==> config.mk <==
export PLATFORM = sky130hd
export DESIGN_NAME = pwm_multichannel_flat
export DESIGN_NICKNAME = d
export VERILOG_FILES = /design/src/rtl/pwm_pkg.sv /design/src/rtl/pwm_multichannel_if.sv /design/src/rtl/pwm_timebase.sv /design/src/rtl/pwm_multichannel.sv /design/src/flat_wrapper.sv
export SDC_FILE = /design/constraint.sdc
export NUM_CORES = 1
export LEC_CHECK = 0
export CAP_MARGIN = 20
export CORE_MARGIN = 2
export CORE_UTILIZATION = 45
export CTS_CLUSTER_DIAMETER = 150
export CTS_CLUSTER_SIZE = 24
export DETAILED_ROUTE_END_ITERATION = 6
export GPL_ROUTABILITY_DRIVEN = 0
export PLACE_DENSITY_LB_ADDON = 0.2
export SYNTH_ARGS = -nofsm -noshare
export SYNTH_HDL_FRONTEND = slang
export SYNTH_SLANG_ARGS = --single-unit
==> constraint.sdc <==
create_clock -name clk -period 3.9 [get_ports clk]
set_clock_uncertainty 0.1 [all_clocks]
set_input_delay 0.78 -clock clk [delete_from_list [all_inputs] [get_ports clk]]
set_output_delay 0.78 -clock clk [all_outputs]
set_load 0.01 [all_outputs]
==> src/rtl/pwm_pkg.sv <==
// Shared types and default widths for the multi-channel PWM generator.
package pwm_pkg;

    localparam int unsigned PWM_NUM_CH_DEF  = 16;
    localparam int unsigned PWM_CNT_W_DEF   = 8;
    localparam int unsigned PWM_PRESC_W_DEF = 8;

    // Counting mode held in the mode shadow.
    typedef enum logic {
        PWM_EDGE   = 1'b0,
        PWM_CENTER = 1'b1
    } pwm_mode_e;

    // Direction of the centre-aligned counter; edge mode always counts up.
    typedef enum logic {
        DirUp   = 1'b0,
        DirDown = 1'b1
    } pwm_dir_e;

endpackage

==> src/rtl/pwm_multichannel_if.sv <==
// Configuration and output bundle between the register bank and the PWM block.
// The register bank is the master; the PWM generator is the slave.
interface pwm_multichannel_if
    import pwm_pkg::*;
#(
    parameter int unsigned NUM_CH  = PWM_NUM_CH_DEF,
    parameter int unsigned CNT_W   = PWM_CNT_W_DEF,
    parameter int unsigned PRESC_W = PWM_PRESC_W_DEF
);

    logic [NUM_CH-1:0]       en_out;
    logic [NUM_CH-1:0]       en_pwm;
    logic [NUM_CH*CNT_W-1:0] duty;
    logic [CNT_W-1:0]        period;
    logic [PRESC_W-1:0]      prescale;
    logic                    center_mode;
    logic                    cfg_load;
    logic [NUM_CH-1:0]       out;
    logic                    boundary;

    modport master (
        output en_out,
        output en_pwm,
        output duty,
        output period,
        output prescale,
        output center_mode,
        output cfg_load,
        input  out,
        input  boundary
    );

    modport slave (
        input  en_out,
        input  en_pwm,
        input  duty,
        input  period,
        input  prescale,
        input  center_mode,
        input  cfg_load,
        output out,
        output boundary
    );

endinterface

==> src/rtl/pwm_timebase.sv <==
// Shared timebase: prescaler, edge/centre counter, period and mode shadows,
// and the boundary / shadow-load decision used by every channel.
module pwm_timebase
    import pwm_pkg::*;
#(
    parameter int unsigned CNT_W   = PWM_CNT_W_DEF,
    parameter int unsigned PRESC_W = PWM_PRESC_W_DEF
) (
    input  logic               clk,
    input  logic               rst,
    input  logic [CNT_W-1:0]   period_i,
    input  logic [PRESC_W-1:0] prescale_i,
    input  logic               center_mode_i,
    input  logic               cfg_load_i,
    output logic [CNT_W-1:0]   cnt_o,
    output logic               boundary_comb_o,
    output logic               load_now_o
);

    logic [PRESC_W-1:0] presc_cnt_q, presc_cnt_d;
    logic [CNT_W-1:0]   cnt_q, cnt_d;
    logic [CNT_W-1:0]   period_sh_q, period_sh_d;
    pwm_dir_e           dir_q, dir_d;
    pwm_mode_e          mode_sh_q, mode_sh_d;
    logic               pending_q, pending_d;
    logic               tick;
    logic               period_zero;
    logic               period_one;

    assign period_zero = (period_sh_q == '0);
    assign period_one  = (period_sh_q == CNT_W'(1));
    assign cnt_o       = cnt_q;

    // State register for the timebase, synchronous reset.
    always_ff @(posedge clk) begin
        if (rst) begin
            presc_cnt_q <= '0;
            cnt_q       <= '0;
            period_sh_q <= '0;
            dir_q       <= DirUp;
            mode_sh_q   <= PWM_EDGE;
            pending_q   <= 1'b0;
        end else begin
            presc_cnt_q <= presc_cnt_d;
            cnt_q       <= cnt_d;
            period_sh_q <= period_sh_d;
            dir_q       <= dir_d;
            mode_sh_q   <= mode_sh_d;
            pending_q   <= pending_d;
        end
    end

    // Outputs: prescaler tick, period boundary and the shadow-load strobe.
    always_comb begin
        // >= rather than == so a live prescale lowered below the current
        // count wraps on the next clock instead of running the full width.
        tick            = (presc_cnt_q >= prescale_i);
        boundary_comb_o = 1'b0;
        if (tick) begin
            if (period_zero) begin
                boundary_comb_o = 1'b1;
            end else if (mode_sh_q == PWM_EDGE) begin
                boundary_comb_o = (cnt_q >= period_sh_q);
            end else begin
                // With period 1 the top and the 1->0 turn are the same count.
                boundary_comb_o = (cnt_q == CNT_W'(1)) && ((dir_q == DirDown) || period_one);
            end
        end
        load_now_o = boundary_comb_o && (pending_q || cfg_load_i);
    end

    // Next state: prescaler wrap, counter stepping, shadow capture.
    always_comb begin
        presc_cnt_d = tick ? '0 : presc_cnt_q + 1'b1;
        cnt_d       = cnt_q;
        dir_d       = dir_q;
        period_sh_d = period_sh_q;
        mode_sh_d   = mode_sh_q;
        pending_d   = pending_q | cfg_load_i;

        if (load_now_o) begin
            // New shadows start a fresh cycle from the bottom.
            cnt_d       = '0;
            dir_d       = DirUp;
            period_sh_d = period_i;
            mode_sh_d   = center_mode_i ? PWM_CENTER : PWM_EDGE;
            pending_d   = 1'b0;
        end else if (tick) begin
            if (period_zero) begin
                cnt_d = '0;
                dir_d = DirUp;
            end else if (mode_sh_q == PWM_EDGE) begin
                cnt_d = boundary_comb_o ? '0 : cnt_q + 1'b1;
                dir_d = DirUp;
            end else if (dir_q == DirUp) begin
                if (cnt_q >= period_sh_q) begin
                    if (period_one) begin
                        cnt_d = '0;
                        dir_d = DirUp;
                    end else begin
                        cnt_d = cnt_q - 1'b1;
                        dir_d = DirDown;
                    end
                end else begin
                    cnt_d = cnt_q + 1'b1;
                end
            end else begin
                if (cnt_q <= CNT_W'(1)) begin
                    cnt_d = '0;
                    dir_d = DirUp;
                end else begin
                    cnt_d = cnt_q - 1'b1;
                end
            end
        end
    end

endmodule

==> src/rtl/pwm_multichannel.sv <==
// Multi-channel PWM generator: shared timebase, per-channel shadowed duty,
// comparators and registered outputs with per-channel enables.
module pwm_multichannel
    import pwm_pkg::*;
#(
    parameter int unsigned NUM_CH  = PWM_NUM_CH_DEF,
    parameter int unsigned CNT_W   = PWM_CNT_W_DEF,
    parameter int unsigned PRESC_W = PWM_PRESC_W_DEF
) (
    input logic                clk,
    input logic                rst,
    pwm_multichannel_if.slave  bus
);

    logic [CNT_W-1:0]  cnt;
    logic              boundary_comb;
    logic              load_now;
    logic [CNT_W-1:0]  duty_sh_q [NUM_CH];
    logic [CNT_W-1:0]  duty_sh_d [NUM_CH];
    logic [NUM_CH-1:0] pwm;
    logic [NUM_CH-1:0] out_q, out_d;
    logic              boundary_q;

    pwm_timebase #(
        .CNT_W   (CNT_W),
        .PRESC_W (PRESC_W)
    ) u_timebase (
        .clk             (clk),
        .rst             (rst),
        .period_i        (bus.period),
        .prescale_i      (bus.prescale),
        .center_mode_i   (bus.center_mode),
        .cfg_load_i      (bus.cfg_load),
        .cnt_o           (cnt),
        .boundary_comb_o (boundary_comb),
        .load_now_o      (load_now)
    );

    // Per-channel duty shadow capture and comparator.
    for (genvar g = 0; g < NUM_CH; g++) begin : g_ch
        assign duty_sh_d[g] = load_now ? bus.duty[g*CNT_W +: CNT_W] : duty_sh_q[g];
        assign pwm[g]       = (cnt < duty_sh_q[g]);
    end

    // Output gating: enables act immediately, bypassing the shadows.
    always_comb begin
        out_d = bus.en_out & (~bus.en_pwm | pwm);
    end

    // Shadow and output registers, synchronous reset.
    always_ff @(posedge clk) begin
        if (rst) begin
            for (int i = 0; i < NUM_CH; i++) begin
                duty_sh_q[i] <= '0;
            end
            out_q      <= '0;
            boundary_q <= 1'b0;
        end else begin
            for (int i = 0; i < NUM_CH; i++) begin
                duty_sh_q[i] <= duty_sh_d[i];
            end
            out_q      <= out_d;
            boundary_q <= boundary_comb;
        end
    end

    assign bus.out      = out_q;
    assign bus.boundary = boundary_q;

endmodule

==> src/flat_wrapper.sv <==
// flat-port wrapper written by rule: the top's interface ports become plain ports
module pwm_multichannel_flat import pwm_pkg::*;
#(
    parameter int unsigned NUM_CH  = PWM_NUM_CH_DEF,
    parameter int unsigned CNT_W   = PWM_CNT_W_DEF,
    parameter int unsigned PRESC_W = PWM_PRESC_W_DEF
)
  (clk, rst, bus_en_out, bus_en_pwm, bus_duty, bus_period, bus_prescale, bus_center_mode, bus_cfg_load, bus_out, bus_boundary);
  pwm_multichannel_if #(.NUM_CH(NUM_CH), .CNT_W(CNT_W), .PRESC_W(PRESC_W)) bus_i ();
  input logic clk;
  input logic rst;
  input wire logic [$bits(bus_i.en_out)-1:0] bus_en_out;
  input wire logic [$bits(bus_i.en_pwm)-1:0] bus_en_pwm;
  input wire logic [$bits(bus_i.duty)-1:0] bus_duty;
  input wire logic [$bits(bus_i.period)-1:0] bus_period;
  input wire logic [$bits(bus_i.prescale)-1:0] bus_prescale;
  input wire logic [$bits(bus_i.center_mode)-1:0] bus_center_mode;
  input wire logic [$bits(bus_i.cfg_load)-1:0] bus_cfg_load;
  output wire logic [$bits(bus_i.out)-1:0] bus_out;
  output wire logic [$bits(bus_i.boundary)-1:0] bus_boundary;
  assign bus_i.en_out = bus_en_out;
  assign bus_i.en_pwm = bus_en_pwm;
  assign bus_i.duty = bus_duty;
  assign bus_i.period = bus_period;
  assign bus_i.prescale = bus_prescale;
  assign bus_i.center_mode = bus_center_mode;
  assign bus_i.cfg_load = bus_cfg_load;
  assign bus_out = bus_i.out;
  assign bus_boundary = bus_i.boundary;
  pwm_multichannel #(.NUM_CH(NUM_CH), .CNT_W(CNT_W), .PRESC_W(PRESC_W)) u_core (.clk(clk), .rst(rst), .bus(bus_i));
endmodule
==> impl_metrics.csv, run 1 <==
group,metric,value,unit
finish,insertedDiodeCount,0,
critical_path,endpoint_kind,"flop",
route,drtAntennaViolNets,0,
sta,rsz0062_at_grt,"false",
finish,final_cells,1750,
route,viasPerCell,5.069,
pwr,p_switching,0.8941,mW
critical_path,crit_fanout,137,
global_routing,track_usage,0.2141,
pwr,power_density,300.4,nW/um2
critical_path,cp.required,4.15,ns
sta,fin_crit,2.954,ns
yosys,ys_ff_latch,172,
cts,hold_buffers,0,
cts,cts-root-buf,"clkbuf_16",
floorplanning,core_area,21620,um2
yosys,synthCells,1285,
finish,drive_gt1_frac,0.03741,
placed_design,port_buffers,196,
status,outcome,"complete, but fails checks",
yosys,synthArstFlopShare,0,
cts,numCtsBuffers,17,
finish,syn_to_final_growth,27.63,%
critical_path,critical_path_class,"reg -> reg",
yosys,syn_avg_cell_area,7.659,um2
cts,clockBufferDepth,2,
sta,final_max_slew_viol_count,0,
sta,fmax,338.5,MHz
pwr,p_clk_frac,0.441,
route,first_pass_iters,7,
cts,path_clk_slew,0.07,ns
sta,max-slew-margin-rel,0.5035,
route,vias,8870,
pwr,finalPower,3.773,mW
route,drtIter0Drc,581,
route,drc,1,
cts,cts_tree,"built",
sta,layout_setup_ws,0.9457,ns
yosys,synthTopCellsByArea,"dfxtp_1 (35%), ha_1 (17%), nand2_1 (12%)",
yosys,syn-cell-area,9842,um2
yosys,synth_commonest_cells,"nand2_1 (308), dfxtp_1 (172), a21oi_1 (154), inv_1 (148), ha_1 (132)",
yosys,yosysSeqAreaShare,0.3499,
sta,hold_viol,0,
floorplanning,die_w,151.9,um
flow_run,maxCapViolations,0,
cts,htree_num_levels,4,
floorplanning,rows,54,
floorplanning,dieHeight,151.9,um
status,violations,"design-rule violations",
route,wire_per_inst,14.22,um
route,wl,24880,um
pwr,p_int,2.879,mW
floorplanning,initial_utilization,0.4552,
pwr,seqPwrFrac,0.473,
cts,insertion_delay,0.43,ns
yosys,synth_edf_count,0,
min_path,min_path_type,"reg -> reg",
critical_path,arrival,3.21,ns
global_routing,grt_pass1_vias,8326,
yosys,syn_nets,1597,
cts,cts.sinks,172,
global_routing,antenna_found_initial,1,
yosys,synth_most_common_cell,"nand2_1",
cts,postCtsSetupBuffers,0,
pwr,comb_power_share,0.086,
global_routing,grt_remaining_overflow,0,
placed_design,dp.cells,1718,
placed_design,place_ws,0.6095,ns
floorplanning,die_area,23070,um2
pwr,power.leakage,4.630,nW
yosys,yosysUniqueCellTypes,45,
yosys,yosys_warnings,0,
sta,finalSetupTns,0,ns
global_routing,grt_max_degree,138,
pwr,sw_frac_of_total,0.2370,
global_routing,grt_pass1_wl,40920,um
cts,postCtsResizedCells,0,
sta,finalSetupViolCount,0,
finish,nets,1769,
critical_path,start_kind,"flop",
sta,tightest_slew,0.7448,ns
placed_design,dp_hpwl,16420,um
sta,period_share,0.7575,
yosys,yosysTopAreaCell,"dfxtp_1",
yosys,synth_top_area_frac,0.3499,
yosys,synthFlopType,"dfxtp_1",
floorplanning,ios,197,
pwr,ir_drop,0.2519,mV
-- final cells by class --
class                           instances  area [um2]
Fill cell                            2009        9060
Multi-Input combinational cell        907        5524
Sequential cell                       172        3446
Timing Repair Buffer                  211        2122
Inverter                              148       555.5
Clock buffer                           19       432.9
Tap cell                              280       350.3
Clock inverter                         13       130.1
-- worst paths after layout --
kind	startpoint	to	slack, ns	depth (start not counted)
worst max-delay path	u_core.u_timebase.cnt_o[4]	u_core.duty_sh_q[0][123]	0.95	9
worst max register to register	u_core.u_timebase.cnt_o[4]	u_core.duty_sh_q[0][123]	0.95	9
worst min-delay path	u_core.duty_sh_q[0][82]	u_core.duty_sh_q[0][82]	0.35	2
worst min register to register	u_core.duty_sh_q[0][82]	u_core.duty_sh_q[0][82]	0.35	2
-- power groups by stage --
stage	clock network (mW)	registers, mW	logic, mW
CTS	1.70	1.78	0.327
finish	1.67	1.78	0.324
detailed placement	0	1.82	0.324
global placement	0	1.82	0.324
floorplan	0	1.83	0.0936
global route	1.77	1.79	0.353
-- worst max-delay path, stage by stage, from the launching register on --
cell      delay, ns
dfxtp_2        0.62
buf_4          0.37
and4bb_2       0.29
nand3_1        0.08
a22o_1         0.20
o21ai_0        0.20
nand2_4        0.14
buf_12         0.36
nand2_1        0.11
a21oi_1        0.17
-- sequential cells by signal (all words and copies together), names as in the netlist --
name and count:
u_core.u_timebase.presc_cnt_q 8, u_core.u_timebase.period_sh_q 8, u_core.u_timebase.dir_q 1, u_core.bus.boundary 1
u_core.u_timebase.pending_q 1, u_core.u_timebase.cnt_o 8, u_core.u_timebase.mode_sh_q 1, u_core.duty_sh_q 128
u_core.bus.out 16
-- cells by family (layout without fill, tap and decap cells) --
group                      Yosys count  in the layout  share of synthesized area
adders and majority gates          132            132                     0.1678
xor gates and xnor gates            13             13                    0.01157
muxes                                1              1                   0.001144
DFF                                172            172                     0.3499
AOI/OAI and AO/OA                  308            308                     0.1860
and+or+nand+nor                    453            453                     0.1934
buffers and inverters              206            391                    0.09026
-- cell usage in the layout (no fill, tap or decap), drive strengths merged, types with 2 or more instances in the layout --
cell type      count
a211oi            19
a21o              50
a21oi            155
a22oi              4
a31oi              2
a32oi              2
and3               2
buf               16
clkbuf            19
clkdlybuf4s50    195
clkinv             3
clkinvlp           3
dfxtp            172
ha               132
inv              154
nand2            308
nand2b            23
nand3             16
nor2              60
nor2b             19
nor3              12
nor4               5
o211ai            17
o21a               2
o21ai             44
o22ai              2
o2bb2ai            2
o311ai             2
o32ai              2
or3                4
xnor2              7
xor2               6
-- layer usage --
metal	global-route usage	vias up	wire, um
met2	0.3498	243	11520
met3	0.06246	29	1537
met5	0	-	12
met1	0.2781	4016	11520
li1	-	4580	-
met4	0.05474	2	291
-- stage by stage --
stage               hold slack (ns)  utilization  area (um2)
finish                       0.3539       0.5810       12560
global route                 0.3701       0.5810       12560
detailed placement           0.3465       0.5549       12000
floorplan                    0.3363            -        9842
CTS                          0.3560       0.5810       12560
global placement             0.3414       0.5549       12000
Power figures use the tool's default switching activity.
==> inputs of run 2 (changes only) <==
==> constraint.sdc (replaced) <==
create_clock -name clk -period 2.9 [get_ports clk]
set_clock_uncertainty 0.1 [all_clocks]
set_input_delay 0.58 -clock clk [delete_from_list [all_inputs] [get_ports clk]]
set_output_delay 0.58 -clock clk [all_outputs]
set_load 0.01 [all_outputs]
==> impl_metrics.csv, run 2 (same netlist as run 1, synthesis figures left out) <==
group,metric,value,unit
status,outcome,"finished, final reports clean",
finish,layout_commonest_cell,"nand2_1",
global_routing,track_usage,0.2246,
route,drtAntennaViolNets,0,
placed_design,dp_hpwl,17950,um
sta,final_max_slew_viol_count,0,
finish,nets,1798,
critical_path,critical_path_class,"reg -> reg",
critical_path,worstRegToRegCells,10,
route,vias,9038,
route,drtIter0Drc,610,
finish,insertedDiodeCount,0,
sta,fin_crit,2.703,ns
sta,hold_slack,0.3529,ns
critical_path,crit_path_end,"u_core.u_timebase.cnt_o[0]",
critical_path,r2r_end,"u_core.u_timebase.cnt_o[0]",
sta,finalSetupViolCount,0,
finish,mostFrequentLayoutCells,"nand2_1 (307), clkdlybuf4s50_1 (195), dfxtp_1 (170)",
critical_path,max_stage_delay,0.38,ns
global_routing,grt_remaining_overflow,0,
global_routing,grt_max_degree,79,
critical_path,worst_path_max_delay_cell,"dfxtp_1",
cts,htree_num_levels,4,
critical_path,start_kind,"flop",
finish,drive_gt1_frac,0.05670,
floorplanning,ios,197,
sta,fmax,369.9,MHz
floorplanning,die_w,151.9,um
route,wl,25960,um
cts,path_clk_slew,0.07,ns
placed_design,port_buffers,196,
cts,cts.sinks,172,
cts,numCtsBuffers,17,
route,viasPerCell,5.080,
flow_run,maxCapViolations,0,
cts,cts-root-buf,"clkbuf_16",
sta,max-slew-margin-rel,0.6090,
critical_path,endpoint_kind,"flop",
min_path,min_path_type,"reg -> reg",
finish,utilization,0.5956,
critical_path,r2r_start,"u_core.u_timebase.period_sh_q[2]",
pwr,ir_drop,0.3254,mV
route,first_pass_iters,6,
floorplanning,dieHeight,151.9,um
critical_path,crit_fanout,6,
cts,cts_tree,"built",
floorplanning,rows,54,
cts,insertion_delay,0.44,ns
sta,tightest_slew,0.5820,ns
cts,clockBufferDepth,2,
finish,top_register,"u_core.duty_sh_q",
pwr,power.leakage,4.815,nW
floorplanning,die_area,23070,um2
floorplanning,initial_utilization,0.4552,
critical_path,startpoint,"u_core.u_timebase.period_sh_q[2]",
pwr,power_density,411.0,nW/um2
critical_path,cp.required,3.18,ns
finish,largest_register_ffs,128,
critical_path,r2r_slack,0.20,ns
global_routing,grt_pass1_vias,8694,
sta,period_share,0.9322,
critical_path,arrival,2.99,ns
finish,syn_to_final_growth,30.84,%
global_routing,antenna_found_initial,1,
critical_path,cp_cell_sequence,"inv_1, ha_1, a211oi_1, o21ai_0, a21oi_2, nand2_1, a21oi_1, nor3_1, a2111oi_1, buf_4",
floorplanning,core_area,21620,um2
route,drc,0,
global_routing,grt_pass1_wl,42770,um
route,wire_per_inst,14.59,um
sta,hold_viol,0,
-- run 2: critical path, delay by kind of cell, from the launching register on --
kind	cells	cell delay [ns]
adders and majority gates	1	0.30
buffers and inverters	2	0.22
DFF	1	0.38
and+or+nand+nor	2	0.32
AOI/OAI and AO/OA	5	1.33
-- run 2: per-layer routing --
metal / vias to the layer above / track usage / routed length (um)
met1: 4066 / 0.2952 / 11800
met5: - / 0 / 10
li1: 4638 / - / -
met4: 2 / 0.06587 / 569
met3: 59 / 0.05562 / 1596
met2: 273 / 0.3664 / 11980
-- run 2: where the power goes --
group | total (mW) | internal [mW] | leakage (nW) | switching [mW]
combinational | 0.452 | 0.292 | 3.13 | 0.159
sequential | 2.40 | 2.39 | 1.39 | 0.0134
clock | 2.44 | 1.40 | 0.292 | 1.04
total | 5.29 | 4.08 | 4.81 | 1.21
-- run 2: stage by stage --
stage                      TNS, ns  power, mW  setup slack [ns]  instance area [um2]  instances
after floorplan                  0      2.583            0.3088                 9842       1285
after global placement           0      2.903          0.008489                12250       1746
after detailed placement    -1.782      2.904          -0.05153                12250       1746
after CTS                        0      5.336            0.2140                12870       1778
after global routing      -0.01468      5.470          -0.01468                12880       1779
final                            0      5.293            0.1967                12880       1779
-- run 2: worst min-delay path by stage --
| stage | startpoint | end | slack, ns | cells past startpoint |
|---|---|---|---|---|
| floorplan | u_core.duty_sh_q[0][100] | u_core.duty_sh_q[0][100] | 0.34 | 2 |
| finish | u_core.duty_sh_q[0][41] | u_core.duty_sh_q[0][41] | 0.35 | 2 |
| CTS | u_core.duty_sh_q[0][41] | u_core.duty_sh_q[0][41] | 0.36 | 2 |
| detailed placement | u_core.duty_sh_q[0][41] | u_core.duty_sh_q[0][41] | 0.35 | 2 |
| global placement | u_core.duty_sh_q[0][83] | u_core.duty_sh_q[0][83] | 0.34 | 2 |
| global route | u_core.duty_sh_q[0][48] | u_core.duty_sh_q[0][48] | 0.37 | 2 |
-- run 2: area by class of cell --
cell class,instances,area (um2)
repair buffers,240,2377
flip-flops and latches,172,3446
inverters,148,555.5
clock inverters,13,180.2
clock buffers,19,442.9
well taps,280,350.3
fillers,2053,8743
multi-input cells,907,5525
-- run 2: what timing repair did --
action	in CTS	in global routing
gates resized for setup	0	1
buffers inserted	0	1
hold buffers	0	0
setup endpoints to repair	0	1
